**config.mk**
```make
export PLATFORM = sky130hd
export DESIGN_NAME = neg_abs_serial
export DESIGN_NICKNAME = d
export VERILOG_FILES = /design/src/rtl/neg_abs_serial.sv
export SDC_FILE = /design/constraint.sdc
export NUM_CORES = 1
export LEC_CHECK = 0
export ABC_AREA = 1
export CAP_MARGIN = 20
export CORE_MARGIN = 2
export CORE_UTILIZATION = 52
export CTS_BUF_LIST = sky130_fd_sc_hd__clkbuf_16
export DETAILED_ROUTE_END_ITERATION = 12
export HOLD_SLACK_MARGIN = 0.1
export PLACE_DENSITY = 0.91
export SLEW_MARGIN = 10
export SYNTH_ARGS = -nofsm -noshare
export SYNTH_HDL_FRONTEND = slang
export SYNTH_SLANG_ARGS = --single-unit
export TNS_END_PERCENT = 20
```
**constraint.sdc**
```tcl
create_clock -name clk -period 4.5 [get_ports clk]
set_input_delay 0.9 -clock clk [delete_from_list [all_inputs] [get_ports clk]]
set_output_delay 0.9 -clock clk [all_outputs]
set_load 0.02 [all_outputs]
```
**src/rtl/neg_abs_serial.sv**
```systemverilog
// neg_abs_serial
//   Serial pass / negate / absolute value / negative absolute value unit.
//   An accepted operand is conditionally inverted, and the +1 of the two's-
//   complement negation rippled through a half-adder chain CHUNK bits per
//   clock, LSB chunk first. A 1-bit carry register links the chunks.
//
// Ports
//   clk        in   clock, rising edge
//   rst        in   synchronous active-high reset
//   in_valid   in   data_i/mode_i valid
//   in_ready   out  block idle, can accept an operand
//   data_i     in   WIDTH  two's-complement operand
//   mode_i     in   2      00 pass, 01 negate, 10 abs, 11 negative abs
//   out_valid  out  res_o/ovf_o/zero_o valid
//   out_ready  in   consumer takes the result
//   res_o      out  WIDTH  result (0 while out_valid is low)
//   ovf_o      out  result not representable (negating the most negative value)
//   zero_o     out  res_o == 0
module neg_abs_serial #(
  parameter int WIDTH = 16,
  parameter int CHUNK = 4
) (
  input  logic             clk,
  input  logic             rst,
  input  logic             in_valid,
  output logic             in_ready,
  input  logic [WIDTH-1:0] data_i,
  input  logic [1:0]       mode_i,
  output logic             out_valid,
  input  logic             out_ready,
  output logic [WIDTH-1:0] res_o,
  output logic             ovf_o,
  output logic             zero_o
);

  localparam int unsigned CH  = CHUNK;
  localparam int unsigned NCH = WIDTH / CHUNK;
  localparam int unsigned CW  = (NCH > 1) ? $clog2(NCH) : 1;

  typedef enum logic [1:0] {
    IDLE = 2'd0,
    CALC = 2'd1,
    DONE = 2'd2
  } state_t;

  state_t           state_q, state_d;
  logic [WIDTH-1:0] data_q, data_d;   // operand, overwritten chunk by chunk with the result
  logic             neg_q, neg_d;
  logic             carry_q, carry_d;
  logic [CW-1:0]    cnt_q, cnt_d;
  logic             ovf_q, ovf_d;

  logic             sign_in;
  logic             neg_in;
  logic [CH-1:0]    chunk_cur;
  logic [CH-1:0]    chunk_opnd;
  logic [CH-1:0]    chunk_sum;
  logic             chunk_cout;

  always_comb begin
    sign_in = data_i[WIDTH-1];
    neg_in  = (mode_i == 2'b01)
            | ((mode_i == 2'b10) &  sign_in)
            | ((mode_i == 2'b11) & ~sign_in);
  end

  // Half-adder chain over the chunk selected by cnt_q.
  always_comb begin
    logic c;
    chunk_cur = '0;
    for (int unsigned k = 0; k < NCH; k++) begin
      if (32'(cnt_q) == k) chunk_cur = data_q[k*CH +: CH];
    end
    chunk_opnd = neg_q ? ~chunk_cur : chunk_cur;
    c = carry_q;
    for (int unsigned b = 0; b < CH; b++) begin
      chunk_sum[b] = chunk_opnd[b] ^ c;
      c            = chunk_opnd[b] & c;
    end
    chunk_cout = c;
  end

  always_comb begin
    state_d = state_q;
    data_d  = data_q;
    neg_d   = neg_q;
    carry_d = carry_q;
    cnt_d   = cnt_q;
    ovf_d   = ovf_q;
    unique case (state_q)
      IDLE: begin
        if (in_valid) begin
          data_d  = data_i;
          neg_d   = neg_in;
          carry_d = neg_in;
          cnt_d   = '0;
          ovf_d   = neg_in && (data_i == {1'b1, {(WIDTH-1){1'b0}}});
          state_d = CALC;
        end
      end
      CALC: begin
        for (int unsigned k = 0; k < NCH; k++) begin
          if (32'(cnt_q) == k) data_d[k*CH +: CH] = chunk_sum;
        end
        carry_d = chunk_cout;
        cnt_d   = cnt_q + 1'b1;
        if (cnt_q == CW'(NCH - 1)) begin
          // carry out of the top chunk is dropped (modulo 2^WIDTH)
          carry_d = 1'b0;
          cnt_d   = '0;
          state_d = DONE;
        end
      end
      DONE: begin
        if (out_ready) state_d = IDLE;
      end
      default: state_d = IDLE;
    endcase
  end

  always_ff @(posedge clk) begin
    if (rst) begin
      state_q <= IDLE;
      data_q  <= '0;
      neg_q   <= 1'b0;
      carry_q <= 1'b0;
      cnt_q   <= '0;
      ovf_q   <= 1'b0;
    end else begin
      state_q <= state_d;
      data_q  <= data_d;
      neg_q   <= neg_d;
      carry_q <= carry_d;
      cnt_q   <= cnt_d;
      ovf_q   <= ovf_d;
    end
  end

  // Result outputs are gated by DONE so partial chunks never show.
  always_comb begin
    in_ready  = (state_q == IDLE);
    out_valid = (state_q == DONE);
    res_o     = out_valid ? data_q : '0;
    ovf_o     = out_valid & ovf_q;
    zero_o    = out_valid & (data_q == '0);
  end

endmodule

```
## Word-level counts from Yosys, hierarchy flattened

Cells that the tools add are included.

| storage, ports and cells | value |
|---|---|
| register bits after elaboration | 23 |
| input bits | 22 |
| output and inout port bits | 20 |

| cells by class | value |
|---|---|
| $add $sub $neg | 1 |
| equality and inequality tests | 15 |
| muxes and demuxes | 22 |
| bitwise operators | 16 |
| reduce and logical (&&, ||, !) cells | 12 |

Operators with widths:

| kind | number |
|---|---|
| 4-bit two-way mux | 9 |
| 16-bit two-way mux | 2 |
| 16-bit one-hot mux with 2 select lines | 1 |
| 16-bit == test (second input constant) | 1 |
| 16-bit zero test | 1 |
| 3-bit AND reduction | 5 |
| 2-bit == test (second input constant) | 5 |
| 2-bit two-way mux | 5 |
| 2-bit inequality test (second input constant) | 5 |
| 1-bit AND | 8 |
| 2-bit by 1-bit == test with 1-bit output (second input constant) | 3 |
| 2-bit one-hot mux with 3 select lines | 1 |
| 2-bit zero test | 2 |
| 4-bit inverter | 1 |
| 2-bit one-hot mux with 2 select lines | 1 |
| 2-bit AND reduction | 2 |
| 1-bit bitwise XOR | 4 |
| 2-bit by 1-bit adder with 2-bit output (second input constant) | 1 |
| 1-bit two-way mux | 2 |
| 2-bit by 1-bit inequality test with 1-bit output (second input constant) | 1 |
| 1-bit bitwise OR | 2 |
| 1-bit one-hot mux with 2 select lines | 1 |
| 2-bit nonzero test | 1 |
| 1-bit logical AND | 1 |
| 1-bit inverter | 1 |

## Longest topological paths before layout

| depth | value |
|---|---|
| word-level depth | 13 |
| depth in mapped cells | 16 |

## Worst setup path before layout

OpenSTA, ideal clock, no wires.

| timing path | value |
|---|---|
| path type | reg-to-reg |
| start | register cnt_q[0] |
| end | register data_q[15] |
| setup time | 0.116 ns |
| arrival | 2.296 ns |
| required time | 4.384 ns |
| path slack | 2.088 ns |
| stages on the path, launching flop included | 17 |
| path buffers | 0 |
| period minus slack after synthesis | 2.412 ns |
| path through | dfxtp_1 > inv_1 > ha_1 > inv_1 > o21ai_0 > o21ai_0 > nand2_1 > nand2_1 > nand2_1 > ha_1 > ha_1 > ha_1 > ha_1 > nand2_1 > o21ai_0 > nor2_1 > nor2_1 |

| between the ends | value |
|---|---|
| cells in the longest elaborated chain, start to end | 13 |
| elaborated cells on any way between the ends | 18 |
| those cells by class | 4 x eq/ne; 7 x mux; 5 x bitwise; 2 x reduce/logical |

RTL lines:

| what | RTL line | RTL |
|---|---|---|
| start, declared | 50 | `logic [CW-1:0] cnt_q, cnt_d;` |
| start signal, assigned | 134 | `cnt_q <= cnt_d;` |
| 2-bit zero test | 72 | `if (32'(cnt_q) == k) chunk_cur = data_q[k*CH +: CH];` |
| 4-bit two-way mux (4 in a row) | 72 |  |
| 4-bit inverter | 74 | `chunk_opnd = neg_q ? ~chunk_cur : chunk_cur;` |
| 4-bit two-way mux | 74 |  |
| 1-bit AND (3 in a row) | 78 | `c = chunk_opnd[b] & c;` |
| 1-bit bitwise XOR | 77 | `chunk_sum[b] = chunk_opnd[b] ^ c;` |
| 4-bit two-way mux | 103 | `if (32'(cnt_q) == k) data_d[k*CH +: CH] = chunk_sum;` |
| 16-bit one-hot mux with 2 select lines | 90 | `unique case (state_q)` |
| end signal, assigned | 131 | `data_q <= data_d;` |
| end, declared | 47 | `logic [WIDTH-1:0] data_q, data_d;` |

Several ways; a longest one is shown, not always the timed one. The select of a mux whose other input is x is not followed.
A chain may end at the register's enable or synchronous reset.

## Worst setup path in the final report

| timing path | value |
|---|---|
| start | register state_q[1] |
| end | output zero_o |

| between the ends | value |
|---|---|
| cells in the longest elaborated chain, start to end | 2 |

RTL lines:

| what | RTL line | RTL |
|---|---|---|
| start, declared | 46 | `state_t state_q, state_d;` |
| start signal, assigned | 130 | `state_q <= state_d;` |
| 2-bit == test | 142 | `out_valid = (state_q == DONE);` |
| 1-bit AND | 145 | `zero_o = out_valid & (data_q == '0);` |
| end, declared | 33 | `output logic zero_o` |

Every way passes these cells.

==> flow_summary.yaml <==
clock_tree:
  path_clk_slew_ns: 0.06
  cts_sinks: 23
  numCtsBuffers: 3
  ctsHtreeMaxLevel: 1
  cts-root-buf: "clkbuf_16"
  cts_tree: "done"
  worstSkewPairLatency_ns: 0.25
  cts_setup_buffers: 0
  cts_resized: 0
  hold_buffers: 0
  cts_buffer_depth: 2
logic_synthesis:
  synth_area_um2: 1609
  avgSynthCellArea_um2: 6.072
  synth_area_leaders: "dfxtp_1 29%, nor2_1 15%, nand2_1 14%, inv_1 6.5%, ha_1 6.2%"
  syn_nets: 295
  synth_cell_types: 25
  ys_seq_area_share_pct: 28.62
  yosysWarningCount: 0
  ys_ff_latch: 23
  yosysTopAreaCell: "dfxtp_1"
  synth_top_cell_area_share_pct: 28.62
  postSynthCellCount: 265
finish:
  final_layout_size_suffix_gt1_share_pct: 9.508
  finalNonFillerCells: 338
  nets: 336
  layout_commonest_cell: "nor2_1"
  seqCellArea_um2: 460.4
  final_cell_mix: "63 x nor2_1, 60 x nand2_1, 41 x clkdlybuf4s50_1"
  syn_to_final_growth_pct: 30.56
  multiInputGateArea_um2: 977.2
  num_antenna_cells: 0
  fill_cells: 242
  stdcell_area_um2: 2101
power:
  vdd_ir_drop_max_mv: 0.1954
  internal-power_w: 0.0004059
  pwr-share-comb_pct: 27.2
  power_leakage_nw: 0.9671
  seqPwrFrac_pct: 40.9
  power.density_nw_per_um2: 282.3
  switching_share_pct: 31.56
  power_switching_w: 0.0001871
  clockPowerShare_pct: 31.9
grt:
  grt_overflow_total: 0
  grtUsageTotal_pct: 25.51
  grt_pass1_vias: 1527
  grt_first_pass_wirelength_um: 6831
  grt_max_degree: 23
  antenna_found_initial: 0
worst_setup_path:
  path_max_fanout: 19
  start_kind: "flop"
  cpLargestDelayFamily: "buffers and inverters"
  cpPeakStageDelay_ns: 0.60
  crit_path_frequent_cell: "inv_2"
  crit_arrival_ns: 1.90
  worst_path_max_delay_cell: "clkdlybuf4s50_1"
  cp-end-kind: "output port"
  crit_type: "reg -> out"
  cp.required_ns: 3.60
  crit_path_cell_trace: "inv_2 -> nor2_2 -> inv_2 -> nor3_1 -> nand3_1 -> nor2_1 -> clkdlybuf4s50_1"
  critPathBufInv: 3
timing:
  worstMarginPinSlew_ns: 0.4501
  fin_skew_ns: 0.002345
  final_hold_viol_count: 0
  rsz0062_at_grt: "false"
  max_freq_ghz: 0.3575
  layout_setup_ws_ns: 1.702
  min_period_over_period_pct: 62.17
  fin_setup_tns_ns: 0
  slew_violations: 0
  setup_viol: 0
  fin_crit_ns: 2.798
  max_slew_margin_pct: 69.96
placement:
  dp_hpwl_um: 3222
  pre_cts_ws_ns: 1.819
  dp.cells: 334
  io_buffers: 41
  gp_congestion: 0.8399
  placed_area_um2: 2021
detailed_routing:
  vias_per_cell: 5.204
  ant_nets: 0
  drc: 0
  dr.pass1.iters: 4
  wl_per_cell_um: 12.46
  routed-via-count: 1759
  wl_um: 4210
  drt_iter0_drc: 64
min_path:
  min_path_type: "reg -> reg"
floorplanning:
  ios: 42
  rows: 20
  die_h_um: 59.63
  start_util_pct: 53.58
  dieArea_um2: 3555
  core_um2: 3003
  die_x_um: 59.63
outcome:
  status: "finished, final reports clean"
run:
  drv_cap: 0
==> registers in the layout (all words and copies together) (netlist names) <==
register	flops
data_q	16
cnt_q	2
state_q	2
carry_q	1
neg_q	1
ovf_q	1
==> worst reg2reg max path, cell delays in order, from the launching register on <==
cell     delay, ns
dfxtp_1       0.41
inv_1         0.09
ha_1          0.27
inv_1         0.14
o21ai_0       0.09
o21ai_0       0.21
nand2_1       0.07
nand2_1       0.06
nand2_1       0.06
ha_1          0.19
ha_1          0.19
ha_1          0.18
ha_1          0.27
nand2_1       0.13
nand2_1       0.07
nor2_1        0.13
nor2_1        0.06
==> Yosys cell counts <==
cell	instances
inv_2	7
nor3_1	1
nor2_4	1
nand4_1	2
dfxtp_1	23
o21ai_1	8
buf_8	1
buf_6	1
clkbuf_1	1
inv_1	28
ha_1	8
o21a_1	1
or2_1	1
nand2_2	10
nand3_1	9
nand2_1	60
nand2_4	2
nor2_1	63
nor4_1	1
o21ai_4	1
o21ai_0	16
buf_2	2
nor2_2	2
o21ai_2	2
a21oi_1	14
==> power groups by stage <==
stage          clock (W)  sequential [W]  combinational [W]
6_report        0.000189        0.000243           0.000161
5_1_grt         0.000197        0.000244           0.000182
4_1_cts         0.000192        0.000241           0.000160
3_5_place_dp           0        0.000246           0.000156
3_3_place_gp           0        0.000245           0.000153
2_1_floorplan          0        0.000238           0.000113
==> path summary, 6_finish.rpt <==
| check | slack [ns] | from | endpoint | cells after the start |
|---|---|---|---|---|
| max | 1.70 | state_q[1]$_SDFFE_PP0P_ | zero_o | 7 |
| min | 0.47 | ovf_q$_SDFFE_PP0P_ | ovf_q$_SDFFE_PP0P_ | 2 |
| max reg2reg | 1.77 | cnt_q[0]$_SDFFE_PP0P_ | data_q[11]$_SDFFE_PP0P_ | 16 |
| min reg2reg | 0.47 | ovf_q$_SDFFE_PP0P_ | ovf_q$_SDFFE_PP0P_ | 2 |
==> area by class of cell <==
cell class,count,area share (%)
clock buffer,3,3.574
clock inverter,1,0.2382
inverter,35,6.254
multi-input combinational,202,46.52
sequential,23,21.92
tap,33,1.965
timing repair buffer,41,19.54
==> per-layer routing <==
metal  up-vias  global-route usage (%)  routed length (um)
met5         -                       0                   0
met4         0                   8.571                 102
met3        11                   2.402                 223
met2        67                   43.17                2007
met1       777                   33.91                1877
li1        904                       -                   -
==> per-stage QoR <==
| step | util, % | total power [W] | hold slack [ns] |
|---|---|---|---|
| after global placement | 67.29 | 0.0003986 | 0.4551 |
| after global routing | 69.96 | 0.0006233 | 0.4831 |
| final | 69.96 | 0.0005930 | 0.4686 |
| after detailed placement | 67.29 | 0.0004019 | 0.4655 |
| after floorplan | - | 0.0003518 | 0.4389 |
| after CTS | 69.96 | 0.0005929 | 0.4745 |
==> kinds of logic after synthesis <==
kind of cell    Yosys count  share of synthesized area (%)
buf+inv                  40                          10.65
flops                    23                          28.62
simple gates            152                          40.12
fa+ha+maj                 8                          6.221
compound gates           42                          14.39
No activity file was read; power rests on OpenSTA's default activity.
